### config.mk
export PLATFORM = sky130hd
export DESIGN_NAME = llx_to_fifo36
export DESIGN_NICKNAME = d
export VERILOG_FILES = /design/src/rtl/llx_to_fifo36.sv
export SDC_FILE = /design/constraint.sdc
export NUM_CORES = 1
export LEC_CHECK = 0
export CAP_MARGIN = 20
export CORE_UTILIZATION = 54
export CTS_CLUSTER_DIAMETER = 40
export DETAILED_ROUTE_END_ITERATION = 8
export PLACE_DENSITY = 0.79
export SLEW_MARGIN = 20
export SYNTH_ARGS = -nofsm -noshare
export SYNTH_HDL_FRONTEND = slang
export SYNTH_SLANG_ARGS = --single-unit
### constraint.sdc
create_clock -name clk -period 2.7 [get_ports clk]
set_input_delay 0.405 -clock clk [delete_from_list [all_inputs] [get_ports clk]]
set_output_delay 0.405 -clock clk [all_outputs]
set_load 0.01 [all_outputs]
### src/rtl/llx_to_fifo36.sv
// llx_to_fifo36
//   Packs 8- or 16-bit LocalLink beats into 36-bit fifo36 words
//   {occ[1:0], eof, sof, data[31:0]}. The byte order inside the word is
//   selectable. Unused lanes of a short word are zero. Malformed framing
//   is recovered: beats outside a frame are dropped, and a frame cut
//   short by a new sof is closed off with pkt_err.
//
// Parameters
//   LL_BYTES    bytes per LL beat (1 or 2)
//   BIG_ENDIAN  1: first byte in data[31:24]; 0: first byte in data[7:0]
//
// Ports
//   clk, reset_n    clock, async active-low reset
//   clear           synchronous flush of accumulator and output register
//   ll_data         beat data; for 16-bit beats the first byte is [15:8]
//   ll_rem          on an eof beat: 1 = both bytes valid, 0 = first only
//   ll_sof_n        start of frame (active low)
//   ll_eof_n        end of frame (active low)
//   ll_src_rdy_n    beat valid (active low)
//   ll_dst_rdy_n    beat ready (active low)
//   f36_data        output word
//   f36_src_rdy_o   output word valid
//   f36_dst_rdy_i   downstream ready
//   pkt_err         one-cycle pulse when a frame is cut short by a sof
module llx_to_fifo36 #(
  parameter int LL_BYTES   = 1,
  parameter bit BIG_ENDIAN = 1'b1
) (
  input  logic                  clk,
  input  logic                  reset_n,
  input  logic                  clear,
  input  logic [8*LL_BYTES-1:0] ll_data,
  input  logic                  ll_rem,
  input  logic                  ll_sof_n,
  input  logic                  ll_eof_n,
  input  logic                  ll_src_rdy_n,
  output logic                  ll_dst_rdy_n,
  output logic [35:0]           f36_data,
  output logic                  f36_src_rdy_o,
  input  logic                  f36_dst_rdy_i,
  output logic                  pkt_err
);

  logic [31:0] r_acc;
  logic [1:0]  r_cnt;
  logic        r_in_pkt;
  logic        r_first;
  logic [35:0] r_out_data;
  logic        r_out_vld;
  logic        r_pkt_err;

  logic        w_vld;
  logic        w_sof;
  logic        w_eof;
  logic        w_live;
  logic        w_trunc;
  logic        w_restart;
  logic        w_split;
  logic        w_complete;
  logic        w_need_out;
  logic        w_out_free;
  logic        w_acc;
  logic        w_flush;
  logic [2:0]  w_nb;
  logic [2:0]  w_base;
  logic [2:0]  w_sum;
  logic [1:0]  w_occ;
  logic [1:0]  w_idx;
  logic [1:0]  w_lane;
  logic [31:0] w_word;

  assign w_vld = ~ll_src_rdy_n;
  assign w_sof = ~ll_sof_n;
  assign w_eof = ~ll_eof_n;

  assign w_nb = (LL_BYTES == 1 || (w_eof && !ll_rem)) ? 3'd1 : 3'd2;

  // A beat outside a frame without sof is dropped.
  assign w_live    = r_in_pkt | w_sof;
  assign w_trunc   = r_in_pkt & w_sof & (r_cnt != 2'd0);
  assign w_restart = r_in_pkt & w_sof & (r_cnt == 2'd0);
  // A truncating sof that is also an eof needs two words. The partial word
  // is flushed first while the beat is held. The beat is then taken on the
  // next cycle as an ordinary single-beat frame.
  assign w_split   = w_trunc & w_eof;

  assign w_base     = w_sof ? 3'd0 : {1'b0, r_cnt};
  assign w_sum      = w_base + w_nb;
  assign w_complete = w_live & (w_eof | (w_sum == 3'd4));
  assign w_occ      = w_eof ? w_sum[1:0] : 2'd0;

  assign w_need_out = w_vld & (w_trunc | w_complete);
  assign w_out_free = ~r_out_vld | f36_dst_rdy_i;

  assign ll_dst_rdy_n = w_vld & (w_split | (w_need_out & ~w_out_free));
  assign w_acc        = w_vld & ~ll_dst_rdy_n;
  assign w_flush      = w_vld & w_split & w_out_free;

  // Merge the incoming beat bytes into the accumulator image.
  always_comb begin
    w_word = w_sof ? 32'd0 : r_acc;
    w_idx  = 2'd0;
    w_lane = 2'd0;
    for (int b = 0; b < LL_BYTES; b++) begin
      if (3'(b) < w_nb) begin
        w_idx  = w_base[1:0] + 2'(b);
        w_lane = BIG_ENDIAN ? (2'd3 - w_idx) : w_idx;
        w_word[{w_lane, 3'b000} +: 8] = ll_data[8*(LL_BYTES-1-b) +: 8];
      end
    end
  end

  always_ff @(posedge clk or negedge reset_n) begin
    if (!reset_n) begin
      r_acc      <= 32'd0;
      r_cnt      <= 2'd0;
      r_in_pkt   <= 1'b0;
      r_first    <= 1'b0;
      r_out_data <= 36'd0;
      r_out_vld  <= 1'b0;
      r_pkt_err  <= 1'b0;
    end else if (clear) begin
      r_acc      <= 32'd0;
      r_cnt      <= 2'd0;
      r_in_pkt   <= 1'b0;
      r_first    <= 1'b0;
      r_out_data <= 36'd0;
      r_out_vld  <= 1'b0;
      r_pkt_err  <= 1'b0;
    end else begin
      r_pkt_err <= 1'b0;
      if (r_out_vld && f36_dst_rdy_i)
        r_out_vld <= 1'b0;

      if (w_flush) begin
        r_out_data <= {r_cnt, 1'b1, r_first, r_acc};
        r_out_vld  <= 1'b1;
        r_acc      <= 32'd0;
        r_cnt      <= 2'd0;
        r_in_pkt   <= 1'b0;
        r_first    <= 1'b0;
        r_pkt_err  <= 1'b1;
      end else if (w_acc && w_live) begin
        r_pkt_err <= w_trunc | w_restart;
        // Close off the cut-short frame; the sof beat refills the accumulator.
        if (w_trunc) begin
          r_out_data <= {r_cnt, 1'b1, r_first, r_acc};
          r_out_vld  <= 1'b1;
        end
        if (w_complete) begin
          r_out_data <= {w_occ, w_eof, w_sof | r_first, w_word};
          r_out_vld  <= 1'b1;
          r_acc      <= 32'd0;
          r_cnt      <= 2'd0;
          r_first    <= 1'b0;
          r_in_pkt   <= ~w_eof;
        end else begin
          r_acc    <= w_word;
          r_cnt    <= w_sum[1:0];
          r_first  <= w_sof | r_first;
          r_in_pkt <= 1'b1;
        end
      end
    end
  end

  assign f36_data      = r_out_data;
  assign f36_src_rdy_o = r_out_vld;
  assign pkt_err       = r_pkt_err;

endmodule

==> results.sh <==
export IMPL_cts_root_buffer="clkbuf_8"
export IMPL_arrival_ns=2.07
export IMPL_fp_dieW_um=85.5
export IMPL_cts_hold_buffers_added=0
export IMPL_fmax_ghz=0.404
export IMPL_cp_max_fo=3
export IMPL_place_gp_congestion=0.931
export IMPL_std_cell_rows=30
export IMPL_fin_crit_ns=2.48
export IMPL_finalCritPeriodShare_pct=91.8
export IMPL_irDropWorstVdd_mv=0.287
export IMPL_clock_sinks=74
export IMPL_switchingPower_uw=662
export IMPL_die_h_um=85.5
export IMPL_r2r_start="r_cnt[0]"
export IMPL_netlist_area_um2=3770
export IMPL_postRouteAntennaNets=0
export IMPL_end_kind="primary output"
export IMPL_cp_start_kind="input port"
export IMPL_sequentialPowerShare_pct=48.2
export IMPL_worst_slew_pin_slew_ns=0.679
export IMPL_p_leak_nw=2.07
export IMPL_power_share_clock_pct=36.4
export IMPL_clk_insertion_delay_late_ns=0.35
export IMPL_syn_inst=362
export IMPL_h_tree_depth=3
export IMPL_synth_distinct_cells=53
export IMPL_required_ns=2.30
export IMPL_post_drt_wl_per_cell_um=18.7
export IMPL_synthToLayoutAreaGrowth_pct=25.2
export IMPL_path_cells="clkdlybuf4s50_1 > nand2_1 > inv_1 > ha_2 > nor2b_4 > o22ai_1 > o21a_1 > nor2b_1 > dlygate4sd2_1"
export IMPL_portBuffers=53
export IMPL_timing_rr_end="r_acc[18]"
export IMPL_cp_slowest_cell="clkdlybuf4s50_1"
export IMPL_remaining_drc_errors=0
export IMPL_syn_nets=383
export IMPL_post_cts_resized=2
export IMPL_power_mw=2.43
export IMPL_grt_max_degree=33
export IMPL_clock_skew_ns=0.00792
export IMPL_status="completed"
export IMPL_antenna_found_initial=0
export IMPL_yosysSeqAreaShare_pct=49.1
export IMPL_final_max_slew_viol_count=0
export IMPL_power_internal_mw=1.77
export IMPL_grt_usage_pct=29.1
export IMPL_combPwrFrac_pct=15.4
export IMPL_max_slew_margin_pct=54.6
export IMPL_nets=458
export IMPL_final_hold_viol_count=0
export IMPL_die_area_um2=7320
export IMPL_drt_first_pass_iters=5
export IMPL_critical_path_top_delay_family="buffers and inverters"
export IMPL_cts_buffers=9
export IMPL_regToRegSetupSlack_ns=0.36
export IMPL_cts_setup_buffers=0
export IMPL_hp_class="in -> async"
export IMPL_clkTransAtPathRegs_ns=0.08
export IMPL_grt_pass1_wl_um=16300
export IMPL_worst_path_largest_cell_delay_ns=0.52
export IMPL_ys_ff_latch=74
export IMPL_cap_violations=0
export IMPL_diodes=0
export IMPL_setup_viol=0
export IMPL_cts_tree="done"
export IMPL_crit_buf_inv=3
export IMPL_power_density_nw_per_um2=515
export IMPL_layout_common_cells="dfrtp_1, clkdlybuf4s50_1, nand2_1"
export IMPL_grt_overflow_total=0
export IMPL_finish_utilization_pct=69.9
export IMPL_ys_warnings_count=0
export IMPL_synth_avg_cell_area_um2=10.4
export IMPL_cts_buffer_depth=2
export IMPL_swShare_pct=27.2
export IMPL_hpwl_um=6670
export IMPL_num_io_pins=55
export IMPL_start_util_pct=55.8
export IMPL_grt_pass1_vias=3268
export IMPL_path_class="in -> out"
export IMPL_coreArea_um2=6760
export IMPL_drt_wl_total_um=9780
export IMPL_drt_vias_per_instance=6.30
export IMPL_vias=3286
export IMPL_whs_ns=0.0326
export IMPL_layout_drive_gt1_share_pct=21.7
export IMPL_drt_iter0_drc=247
export IMPL_layout_commonest_cell="dfrtp_1"
export IMPL_rr_worst_depth=7
export IMPL_rsz0062_at_grt="no"
==> cells in the mapped netlist, drive strengths merged <==
cell	instances	share of area, %
inv	8	0.80
a22o	21	5.6
or2b	2	0.53
or4	1	0.23
ha	5	1.7
o32ai	1	0.23
or2	1	0.17
nor4b	2	0.86
nor2b	4	1.1
nor3	5	0.93
dfrtp	74	49
buf	18	3.9
o21a	1	0.20
a221oi	30	7.0
o22ai	1	0.17
nor4	1	0.17
and3	2	0.33
mux2	2	0.60
or3	1	0.17
clkbuf	5	0.80
nand2	43	4.3
mux2i	2	0.53
nand4	3	0.50
a211oi	2	0.40
a41oi	1	0.23
a21oi	44	6.3
a22oi	1	0.20
nand3	1	0.13
a32o	4	1.1
nor2	14	1.6
a32oi	1	0.23
and2b	2	0.50
and2	13	2.2
a2111oi	2	0.96
o21ai	38	5.1
nand2b	5	1.0
a311oi	1	0.23
==> state kept, by name (all words and copies together), names as in the netlist <==
signal / flops
f36_src_rdy_o: 1
r_in_pkt: 1
f36_data: 36
r_cnt: 2
pkt_err: 1
r_first: 1
r_acc: 32
==> metal layers <==
layer	GRT usage, %	share of wire, %	vias to the layer above
met3	6.16	6.8	22
met5	0	0	-
met2	45.9	49	136
met4	13.2	2.3	0
met1	39.1	42	1620
li1	-	-	1508
==> logic make-up (layout without fill, tap and decap cells) <==
kind of cell	after synthesis	in the layout	synth area share, %
compound gates	148	148	28.0
simple gates	100	100	14.6
flops	74	74	49.1
buf+inv	31	111	5.48
fa+ha+maj	5	5	1.66
mux	4	4	1.13
==> power by group through the flow <==
stage / combinational, mW / clock (mW) / sequential [mW]
detailed placement: 0.372 / 0 / 1.19
global route: 0.411 / 0.934 / 1.18
finish: 0.376 / 0.885 / 1.17
CTS: 0.375 / 0.890 / 1.17
floorplan: 0.170 / 0 / 1.20
global placement: 0.365 / 0 / 1.19
==> per-stage QoR <==
step	cells	setup TNS, ns	setup WS, ns	instance area (um2)
after floorplan	362	0	0.526	3770
after global placement	506	-0.386	-0.0522	4520
after detailed placement	506	-0.562	-0.0648	4520
after CTS	522	0	0.229	4720
after global routing	522	0	0.113	4720
final	522	0	0.222	4720
==> cell type report <==
| class | count | area, um2 |
|---|---|---|
| timing repair buffer | 87 | 817 |
| tap | 80 | 100 |
| sequential | 74 | 1850 |
| inverter | 8 | 30.0 |
| clock inverter | 5 | 61.3 |
| clock buffer | 11 | 141 |
| fill | 512 | 2040 |
| multi-input combinational | 257 | 1720 |
==> worst reg2reg max path: stages, from the launching register on <==
cell	delay [ns]
dfrtp_1	0.46
and2_1	0.21
ha_2	0.19
buf_4	0.16
or2b_4	0.28
a2111oi_4	0.44
and2_1	0.36
a22o_2	0.19
==> worst max-delay path by stage <==
| stage | to | from | cells past startpoint | slack, ns |
|---|---|---|---|---|
| floorplan | r_acc[10] | ll_sof_n | 9 | 0.53 |
| global placement | ll_dst_rdy_n | ll_sof_n | 9 | -0.05 |
| detailed placement | ll_dst_rdy_n | ll_sof_n | 9 | -0.06 |
| CTS | ll_dst_rdy_n | ll_sof_n | 9 | 0.23 |
| global route | ll_dst_rdy_n | ll_sof_n | 9 | 0.11 |
| finish | ll_dst_rdy_n | ll_sof_n | 9 | 0.22 |
(Power assumes the default switching activity.)
